<file path="config.mk">
export PLATFORM = sky130hd
export DESIGN_NAME = pc_sequencer
export DESIGN_NICKNAME = d
export VERILOG_FILES = /design/src/rtl/pc_sequencer.sv
export SDC_FILE = /design/constraint.sdc
export NUM_CORES = 1
export LEC_CHECK = 0
export CAP_MARGIN = 10
export CORE_MARGIN = 4
export CORE_UTILIZATION = 47
export DETAILED_ROUTE_END_ITERATION = 10
export GPL_ROUTABILITY_DRIVEN = 0
export HOLD_SLACK_MARGIN = 0.02
export PLACE_DENSITY = 0.83
export SLEW_MARGIN = 20
export SYNTH_ARGS = -nofsm -noshare
export SYNTH_HDL_FRONTEND = slang
export SYNTH_SLANG_ARGS = --single-unit
</file>
<file path="constraint.sdc">
create_clock -name clk -period 3.49 [get_ports clk]
set_input_delay 0.349 -clock clk [delete_from_list [all_inputs] [get_ports clk]]
set_output_delay 0.349 -clock clk [all_outputs]
set_load 0.01 [all_outputs]
</file>
<file path="src/rtl/pc_sequencer.sv">
// PC sequencer: owns the architectural PC, runs the instruction fetch handshake and
// computes the next PC on retire. Optional misalign trap enabled by PC_MISALIGN_TRAP_EN.
module pc_sequencer #(
  parameter logic [31:0] RESET_PC  = 32'h0000_0000,
  parameter logic [31:0] NOP_INSTR = 32'h0000_0013
) (
  input  logic        clk,
  input  logic        nRst,
  input  logic [1:0]  control,
  input  logic [31:0] imm,
  input  logic [31:0] rs1_data,
  input  logic        exec_done,
  input  logic        freeze,
  output logic        fetch_req,
  output logic [31:0] fetch_addr,
  input  logic        fetch_ack,
  input  logic [31:0] fetch_data,
  output logic [31:0] instr,
  output logic        instr_valid,
  output logic [31:0] pc,
  output logic [31:0] pc_plus4,
  output logic        redirect,
  output logic        misalign_err
);

  typedef enum logic [1:0] {
    ST_BOOT  = 2'd0,
    ST_FETCH = 2'd1,
    ST_HOLD  = 2'd2
`ifdef PC_MISALIGN_TRAP_EN
    ,ST_TRAP = 2'd3
`endif
  } state_e;

  state_e      state_q, state_d;
  logic        boot_armed_q, boot_armed_d;
  logic [31:0] pc_q, pc_d;
  logic [31:0] instr_q, instr_d;
  logic [31:0] pc_plus4_w;
  logic [31:0] jalr_sum;
  logic [31:0] next_pc;
  logic        retire;
`ifdef PC_MISALIGN_TRAP_EN
  logic        misalign_q, misalign_d;
`endif

  assign pc_plus4_w = pc_q + 32'd4;
  assign jalr_sum   = rs1_data + imm;
  assign retire     = (state_q == ST_HOLD) && exec_done && !freeze;

  // JALR wins over taken branch; JALR target has bit 0 cleared.
  always_comb begin
    if (control[0]) begin
      next_pc = jalr_sum & ~32'd1;
    end else if (control[1]) begin
      next_pc = pc_q + imm;
    end else begin
      next_pc = pc_plus4_w;
    end
  end

  // State register
  always_ff @(posedge clk or negedge nRst) begin
    if (!nRst) begin
      state_q      <= ST_BOOT;
      boot_armed_q <= 1'b0;
      pc_q         <= RESET_PC;
      instr_q      <= NOP_INSTR;
`ifdef PC_MISALIGN_TRAP_EN
      misalign_q   <= 1'b0;
`endif
    end else begin
      state_q      <= state_d;
      boot_armed_q <= boot_armed_d;
      pc_q         <= pc_d;
      instr_q      <= instr_d;
`ifdef PC_MISALIGN_TRAP_EN
      misalign_q   <= misalign_d;
`endif
    end
  end

  // Next-state and datapath
  always_comb begin
    state_d      = state_q;
    boot_armed_d = boot_armed_q;
    pc_d         = pc_q;
    instr_d      = instr_q;
`ifdef PC_MISALIGN_TRAP_EN
    misalign_d   = misalign_q;
`endif
    case (state_q)
      ST_BOOT: begin
        // BOOT spans the full cycle after reset release before fetching starts.
        boot_armed_d = 1'b1;
        if (boot_armed_q) begin
          state_d = ST_FETCH;
        end
      end
      ST_FETCH: begin
        if (fetch_ack) begin
          instr_d = fetch_data;
          state_d = ST_HOLD;
        end
      end
      ST_HOLD: begin
        if (retire) begin
          instr_d = NOP_INSTR;
`ifdef PC_MISALIGN_TRAP_EN
          pc_d = next_pc;
          if (next_pc[1]) begin
            misalign_d = 1'b1;
            state_d    = ST_TRAP;
          end else begin
            state_d = ST_FETCH;
          end
`else
          pc_d    = next_pc & ~32'd3;
          state_d = ST_FETCH;
`endif
        end
      end
`ifdef PC_MISALIGN_TRAP_EN
      ST_TRAP: state_d = ST_TRAP;
`endif
      default: state_d = ST_BOOT;
    endcase
  end

  // Outputs
  always_comb begin
    fetch_req   = (state_q == ST_FETCH);
    instr_valid = (state_q == ST_HOLD);
    redirect    = retire && (control != 2'b00);
    instr       = instr_q;
    fetch_addr  = pc_q;
    pc          = pc_q;
    pc_plus4    = pc_plus4_w;
`ifdef PC_MISALIGN_TRAP_EN
    misalign_err = misalign_q;
`else
    misalign_err = 1'b0;
`endif
  end

endmodule

</file>
-- After elaboration in Yosys (flattened, before gate mapping)
Index checks and enable logic that the tools add are counted.
- register bits after elaboration: 65
- output and inout port bits: 132
- add/sub/neg operators: 3
- equal/unequal tests: 5
- muxes and demuxes: 9
- reduce and logical (&&, ||, !) cells: 10
- operator list (operator ; number):
    2-to-1 mux 32 bit ; 4
    adder 32 bit ; 2
    case mux 32 bit (2 select lines) ; 1
    adder 32 x 3 -> 32 bit (second input constant) ; 1
    2-to-1 mux 2 bit ; 3
    case mux 2 bit (3 select lines) ; 1
    AND reduction 3 bit ; 2
    inequality test 2 x 1 -> 1 bit (second input constant) ; 2
    nonzero test 2 bit ; 2
    logical AND 1 bit ; 3
    equality test 2 x 1 -> 1 bit (second input constant) ; 1
    equality test 2 bit (second input constant) ; 1
    logical NOT 2 bit ; 1
    inequality test 2 bit (second input constant) ; 1
    AND reduction 2 bit ; 1
    logical NOT 1 bit ; 1

-- Depth between registers and ports, before layout
Gate-level depths: netlist of the first run.
- depth in word-level cells: 5
- gate-level depth with buffers: 11
- gate-level depth less buffers: 11

-- Least setup slack after synthesis of the first run
Ideal clock, no wire load.
- path kind: reg-to-reg
- start point: register pc_q[2], in the netlist fetch_addr[2]
- end point: register pc_q[24], in the netlist fetch_addr[24]
- stages on the path, launching flop included: 11
- path buffers: 0
- clock period less this slack: 2674 ps
- data required time: 3400 ps
- arrival time: 2584 ps
- setup time: 90 ps
- path slack: 816 ps
- cell sequence: dfrtp_1 ha_1 fa_1 a211oi_1 o21bai_1 a31oi_1 o21ba_2 nor2_1 nand3_1 mux2_1 o221ai_1
- word-level cells in the longest chain between the ends: 3
- elaborated cells on any way between the ends: 4
- those cells by class: 2 x add/sub; 2 x mux
- RTL lines (item ; RTL line ; RTL):
    start, declared ; 37 ; logic [31:0] pc_q, pc_d;
    start signal, assigned ; 75 ; pc_q <= pc_d;
    adder 32 x 3 -> 32 bit / adder 32 bit (equally long branches) ; 47, 56 ;
    2-to-1 mux 32 bit (*) ; 55 ; end else if (control[1]) begin
    2-to-1 mux 32 bit (*) ; 53 ; if (control[0]) begin
Mark *: on every way between the ends. The rest lies on a longest branch, timed or not.
A chain may end at the register's enable or synchronous reset.

-- Final worst setup path of the first run
- start point: register pc_q[2], in the netlist fetch_addr[2]
- end point: output pc_plus4[30]
- word-level cells in the longest chain between the ends: 1
- RTL lines (item ; RTL line ; RTL):
    adder 32 x 3 -> 32 bit ; 47 ; assign pc_plus4_w = pc_q + 32'd4;
    end, declared ; 21 ; output logic [31:0] pc_plus4,
Every way passes these cells.

==> results.cfg, run 1 <==
[placement]
port_buffers = 227
post_dp_cell_area_um2 = 9200
pre_cts_ws_ns = 0.124
dp_hpwl_mm = 19.0
place_inst = 1189

[die]
die_x_um = 129
initial_utilization_pct = 48.8
core_area_um2 = 14100
dieArea_um2 = 16600
ioPinCount = 235
die_y_um = 129
rows = 43

[setup_path]
rr_startpoint = fetch_addr[4]$_DFFE_PN0P_
required_ns = 3.14
critical_path.startpoint = fetch_addr[2]$_DFFE_PN0P_
cp.depth = 8
r2r_setup_slack_ns = 0.42
max_stage_delay_ns = 0.58
path_delay_family = simple AND/OR/NAND/NOR gates
cp_num_buf_inv = 2
critPathKind = reg2out
cp.arrival_ns = 2.89
crit_chain = ha_1, inv_1, nor4_4, nand2_1, nor2_1, and4_1, xor2_1, clkdlybuf4s50_1
reg2reg_depth = 10
rr_endpoint = fetch_addr[27]$_DFFE_PN0P_
setup.worst_path.start_class = flop
endpoint = pc_plus4[30]
crit_fanout = 6
crit_slowest_cell = clkdlybuf4s50_1
endpoint_kind = primary output

[clocking]
cts_max_path_buffers = 2
clock_sinks = 65
cts_setup_buffers = 0
cts_tree = built
insertion_delay_ns = 0.33
cts_hold_buffers = 0
clk_pin_slew_ns = 0.06
cts_resized = 0
cts-buffers-inserted = 9
cts_root_buffer = clkbuf_16
htreeDepth = 3

[global_route]
antenna_found_initial = 0
grt_max_degree = 36
grt_overflow = 0
grt_pass1_vias = 7108
grtUsageTotal_pct = 27.8
grt_pass1_wl_mm = 37.0

[yosys]
async_flop_share_pct = 100
synthCells = 821
ys_seq_area_share_pct = 23.7
syn_area_um2 = 6870
ys_warn_count = 0
synth_top_cell_area_share_pct = 22.6
synth-seq-cells = 65
syn_avg_cell_area_um2 = 8.37
synth_area_leaders = dfrtp_1 23%, ha_1 11%, xnor2_1 5.7%, a21o_1 4.8%, a21oi_1 4.6%
synth-edff-count = 0
ys_types = 82
yosysTopAreaCell = dfrtp_1
synth-main-ff-cell = dfrtp_1

[sta]
finalMaxSlewViolations = 0
fin_skew_ns = 0.00814
finalWorstSetupSlack_ns = 0.248
hold_slack_ns = 0.0831
maxSlewHeadroom_pct = 49.9
finalSetupViolations = 0
clock.fmax_mhz = 308
fin_crit_ns = 3.24
report.final.hold_viol_count = 0
min_period_over_period_pct = 92.9
grt_setup_unrepaired = false
tns_ns = 0
worst_pin_slew_ns = 0.751

[power]
pwr-share-seq_pct = 21.9
switching_share_pct = 43.7
clkPwrFrac_pct = 12.5
ir_drop_uv = 288
p_leak_nw = 4.11
comb_power_share_pct = 65.6
power_density_nw_per_um2 = 768
p_int_mw = 4.11
switchingPower_mw = 3.19
power_mw = 7.31

[route]
drt-pass1-iter-count = 5
wl_per_cell_um = 20.0
drtAntennaViolNets = 0
drc = 0
vias_per_cell = 6.16
vias = 7424
finalWirelength_mm = 24.1
drt-initial-drc-count = 1037

[cells_and_area]
n_antenna_cell = 0
utilization_pct = 67.5
nNetsFinal = 1184
fin_area_um2 = 9510
area_delta_synth_final_pct = 38.4
fin_cells = 1205
drive_above_1_share_pct = 7.61

[worst_hold_path]
min_path_type = in2async

[flow_run]
maxCapViolCount = 0

[status]
outcome = finished, final reports clean
## layout make-up
| class | instances | area (µm²) |
|---|---|---|
| multi-input cells | 675 | 4810 |
| repair buffers | 259 | 2510 |
| inverters | 10 | 37.5 |
| clock inverters | 6 | 68.8 |
| flip-flops and latches | 65 | 1630 |
| well taps | 180 | 225 |
| clock buffers | 10 | 229 |
| fillers | 1187 | 4590 |
## cells in the final DEF (no fill, tap or decap), types with 10 or more instances in the layout
cell type        synthesis  final
a211oi_1                20     20
a21o_1                  44     44
a21oi_1                 63     62
a31oi_1                 13     13
a32o_1                  29     29
and3_1                  17     17
buf_4                   37     32
clkdlybuf4s50_1          0    226
dfrtp_1                 62     61
ha_1                    60     60
nand2_1                 75     75
nand3_1                 17     17
nand4_1                 15     15
nor2_1                  56     55
o21ai_0                 22     22
o21ai_1                 25     25
o21bai_1                10     10
xnor2_1                 45     44
xor2_1                  29     29
## sequential cells by signal, summed over array words and instances (netlist names)
| name | cells |
|---|---|
| boot_armed_q | 1 |
| fetch_addr | 30 |
| instr | 32 |
| state_q | 2 |
## how the worst min path moves through the flow
stage,cells past startpoint,startpoint,endpoint
6_report,1,nRst,fetch_addr[10]$_DFFE_PN0P_
5_1_grt,1,nRst,fetch_addr[26]$_DFFE_PN0P_
4_1_cts,1,nRst,fetch_addr[26]$_DFFE_PN0P_
3_5_place_dp,1,nRst,fetch_addr[10]$_DFFE_PN0P_
3_3_place_gp,1,nRst,fetch_addr[10]$_DFFE_PN0P_
2_1_floorplan,0,nRst,boot_armed_q$_DFFE_PN0P_
## synthesized netlist by cell type, drive strengths merged (14+ instances only)
| library cell | n |
|---|---|
| a211oi | 20 |
| clkbuf | 35 |
| buf | 42 |
| dfrtp | 62 |
| nor2 | 57 |
| ha | 60 |
| o21ai | 49 |
| xnor2 | 45 |
| a21o | 44 |
| nand2 | 75 |
| nand3 | 18 |
| a31oi | 14 |
| a32o | 29 |
| nand4 | 16 |
| a21oi | 64 |
| and3 | 17 |
| xor2 | 29 |
## layer usage
metal,track usage [%],up-vias,routed length [µm]
met3,3.32,44,2320
met5,0,-,0
li1,-,3451,-
met4,8.21,0,566
met1,38.3,3487,10100
met2,45.9,442,11100
## logic make-up (layout without fill, tap and decap cells)
logic type | count (synthesis) | count (layout) | share of synthesized area (%)
other | 1 | 7 | 0.0546
buffers and inverters | 87 | 285 | 6.83
AOI/OAI and AO/OA | 287 | 287 | 29.8
DFF | 65 | 65 | 23.7
xor gates and xnor gates | 74 | 74 | 9.43
muxes | 13 | 13 | 2.04
and+or+nand+nor | 233 | 233 | 16.9
adders and majority gates | 61 | 61 | 11.2
## power by group through the flow
| stage | logic (mW) | clock network (mW) | registers (mW) |
|---|---|---|---|
| after floorplan | 2.65 | 0 | 1.63 |
| after global placement | 4.65 | 0 | 1.59 |
| after detailed placement | 4.71 | 0 | 1.60 |
| after CTS | 4.75 | 0.924 | 1.59 |
| after global routing | 5.15 | 0.962 | 1.66 |
| final | 4.79 | 0.915 | 1.60 |
No activity file was read; power rests on OpenSTA's default activity.
==> run 2, diff against run 1 <==
--- a/config.mk
+++ b/config.mk
@@ -10,6 +10,7 @@
 export CORE_UTILIZATION = 47
 export DETAILED_ROUTE_END_ITERATION = 10
 export GPL_ROUTABILITY_DRIVEN = 0
+export GPL_TIMING_DRIVEN = 0
 export HOLD_SLACK_MARGIN = 0.02
 export PLACE_DENSITY = 0.83
 export SLEW_MARGIN = 20
==> results.cfg, run 2 (synthesized netlist as in run 1, its figures left out) <==
[die]
die_y_um = 129
initial_utilization_pct = 48.8
die_x_um = 129
ioPinCount = 235
core_area_um2 = 14100
rows = 43
dieArea_um2 = 16600

[clocking]
cts_root_buffer = clkbuf_16
insertion_delay_ns = 0.33
cts_max_path_buffers = 2
cts_tree = built
cts-buffers-inserted = 9
htreeDepth = 3
clk_pin_slew_ns = 0.06
clock_sinks = 65

[setup_path]
required_ns = 3.14
endpoint_kind = primary output
rr_startpoint = fetch_addr[2]$_DFFE_PN0P_
cp.arrival_ns = 3.03
crit_fanout = 7
max_stage_delay_ns = 0.61
critPathKind = reg2out
crit_slowest_cell = clkdlybuf4s50_1
setup.worst_path.start_class = flop
reg2reg_depth = 10
crit_chain = nand4_2, nor4_4, nand2_1, nor2_1, and4_1, xor2_1, clkdlybuf4s50_1
r2r_setup_slack_ns = 0.33
rr_endpoint = fetch_addr[28]$_DFFE_PN0P_
critical_path.startpoint = fetch_addr[9]$_DFFE_PN0P_

[sta]
hold_slack_ns = 0.466
min_period_over_period_pct = 96.8
fin_skew_ns = 0.00634
worst_pin_slew_ns = 1.02
finalSetupViolations = 0
finalMaxSlewViolations = 0
report.final.hold_viol_count = 0
fin_crit_ns = 3.38
maxSlewHeadroom_pct = 31.4
clock.fmax_mhz = 296

[global_route]
grtUsageTotal_pct = 28.7
grt_overflow = 0
grt_pass1_wl_mm = 37.8
grt_max_degree = 43
grt_pass1_vias = 7222
antenna_found_initial = 0

[route]
drc = 0
finalWirelength_mm = 24.6
drtAntennaViolNets = 0
vias = 7485
wl_per_cell_um = 19.6
drt-initial-drc-count = 726
drt-pass1-iter-count = 5
vias_per_cell = 5.98

[power]
power_density_nw_per_um2 = 771
ir_drop_uv = 292
p_leak_nw = 4.21

[worst_hold_path]
hold_path_depth = 2
min_path_type = reg2reg
holdPathEnd = instr[4]$_DFFE_PN1P_
hp-start = instr[4]$_DFFE_PN1P_

[status]
outcome = finished, final reports clean

[placement]
dp_hpwl_mm = 19.7
place_inst = 1234
port_buffers = 226

[cells_and_area]
final_cell_mix = 225 x clkdlybuf4s50_1, 75 x nand2_1, 61 x a21oi_1
drive_above_1_share_pct = 8.40
largest_reg_flops = 32
fin_cells = 1252
nNetsFinal = 1231
area_delta_synth_final_pct = 41.6
final_common_cell = clkdlybuf4s50_1
n_antenna_cell = 0

[flow_run]
maxCapViolCount = 0
-- run 2: how the worst max path moves through the flow --
stage                                            end  slack, ns  cells after the start
final                                   pc_plus4[30]       0.11                      7
after global routing      fetch_addr[27]$_DFFE_PN0P_     -0.001                     11
after CTS                 fetch_addr[27]$_DFFE_PN0P_      0.008                     11
after detailed placement  fetch_addr[27]$_DFFE_PN0P_      -0.35                     11
after global placement    fetch_addr[27]$_DFFE_PN0P_      -0.30                     11
after floorplan           fetch_addr[24]$_DFFE_PN0P_       0.82                     10
-- run 2: power by group --
| group | switching [mW] | leakage (nW) | internal [mW] | total (mW) |
|---|---|---|---|---|
| clock | 0.364 | 0.146 | 0.559 | 0.923 |
| combinational | 2.37 | 3.26 | 2.57 | 4.94 |
| sequential | 0.534 | 0.797 | 1.11 | 1.64 |
-- run 2: through the flow --
step | area (µm²) | power [mW] | setup TNS (ns) | setup WS (ns) | util, %
floorplan | 6900 | 4.29 | 0 | 0.816 | -
global placement | 9380 | 6.42 | -14.55 | -0.296 | 66.6
detailed placement | 9400 | 6.51 | -1.71 | -0.347 | 66.7
CTS | 9720 | 7.46 | 0 | 0.00812 | 69.0
global route | 9730 | 7.98 | -0.00138 | -0.00138 | 69.0
finish | 9730 | 7.51 | 0 | 0.111 | 69.0
-- run 2: layout make-up --
| type | count | area, µm² |
|---|---|---|
| clock inverter | 7 | 77.6 |
| sequential | 65 | 1630 |
| inverter | 10 | 37.5 |
| clock buffer | 9 | 225 |
| timing repair buffer | 229 | 2300 |
| tap | 180 | 225 |
| multi-input combinational | 675 | 4800 |
| buffer | 77 | 432 |
| fill | 1178 | 4360 |
-- run 2: repair_timing --
item,CTS,global route
pin swaps,1,0
hold buffers,1,0
resized for setup,1,4
hold endpoints to repair,23,0
buffers inserted,1,0
endpoints found under the setup margin,1,12
-- run 2: per-layer routing --
metal	GRT usage, %	wire length (µm)	part of all wire, %
met1	39.0	10200	41
met4	9.76	554	2.3
met3	5.48	2470	10
met2	45.9	11400	46
met5	0	0	0
-- run 2: critical path, delay by kind of cell, from the launching register on --
kind	cells	cell delay [ns]
and+or+nand+nor	5	1.27
DFF	1	0.53
buffers and inverters	1	0.61
xor gates and xnor gates	1	0.29
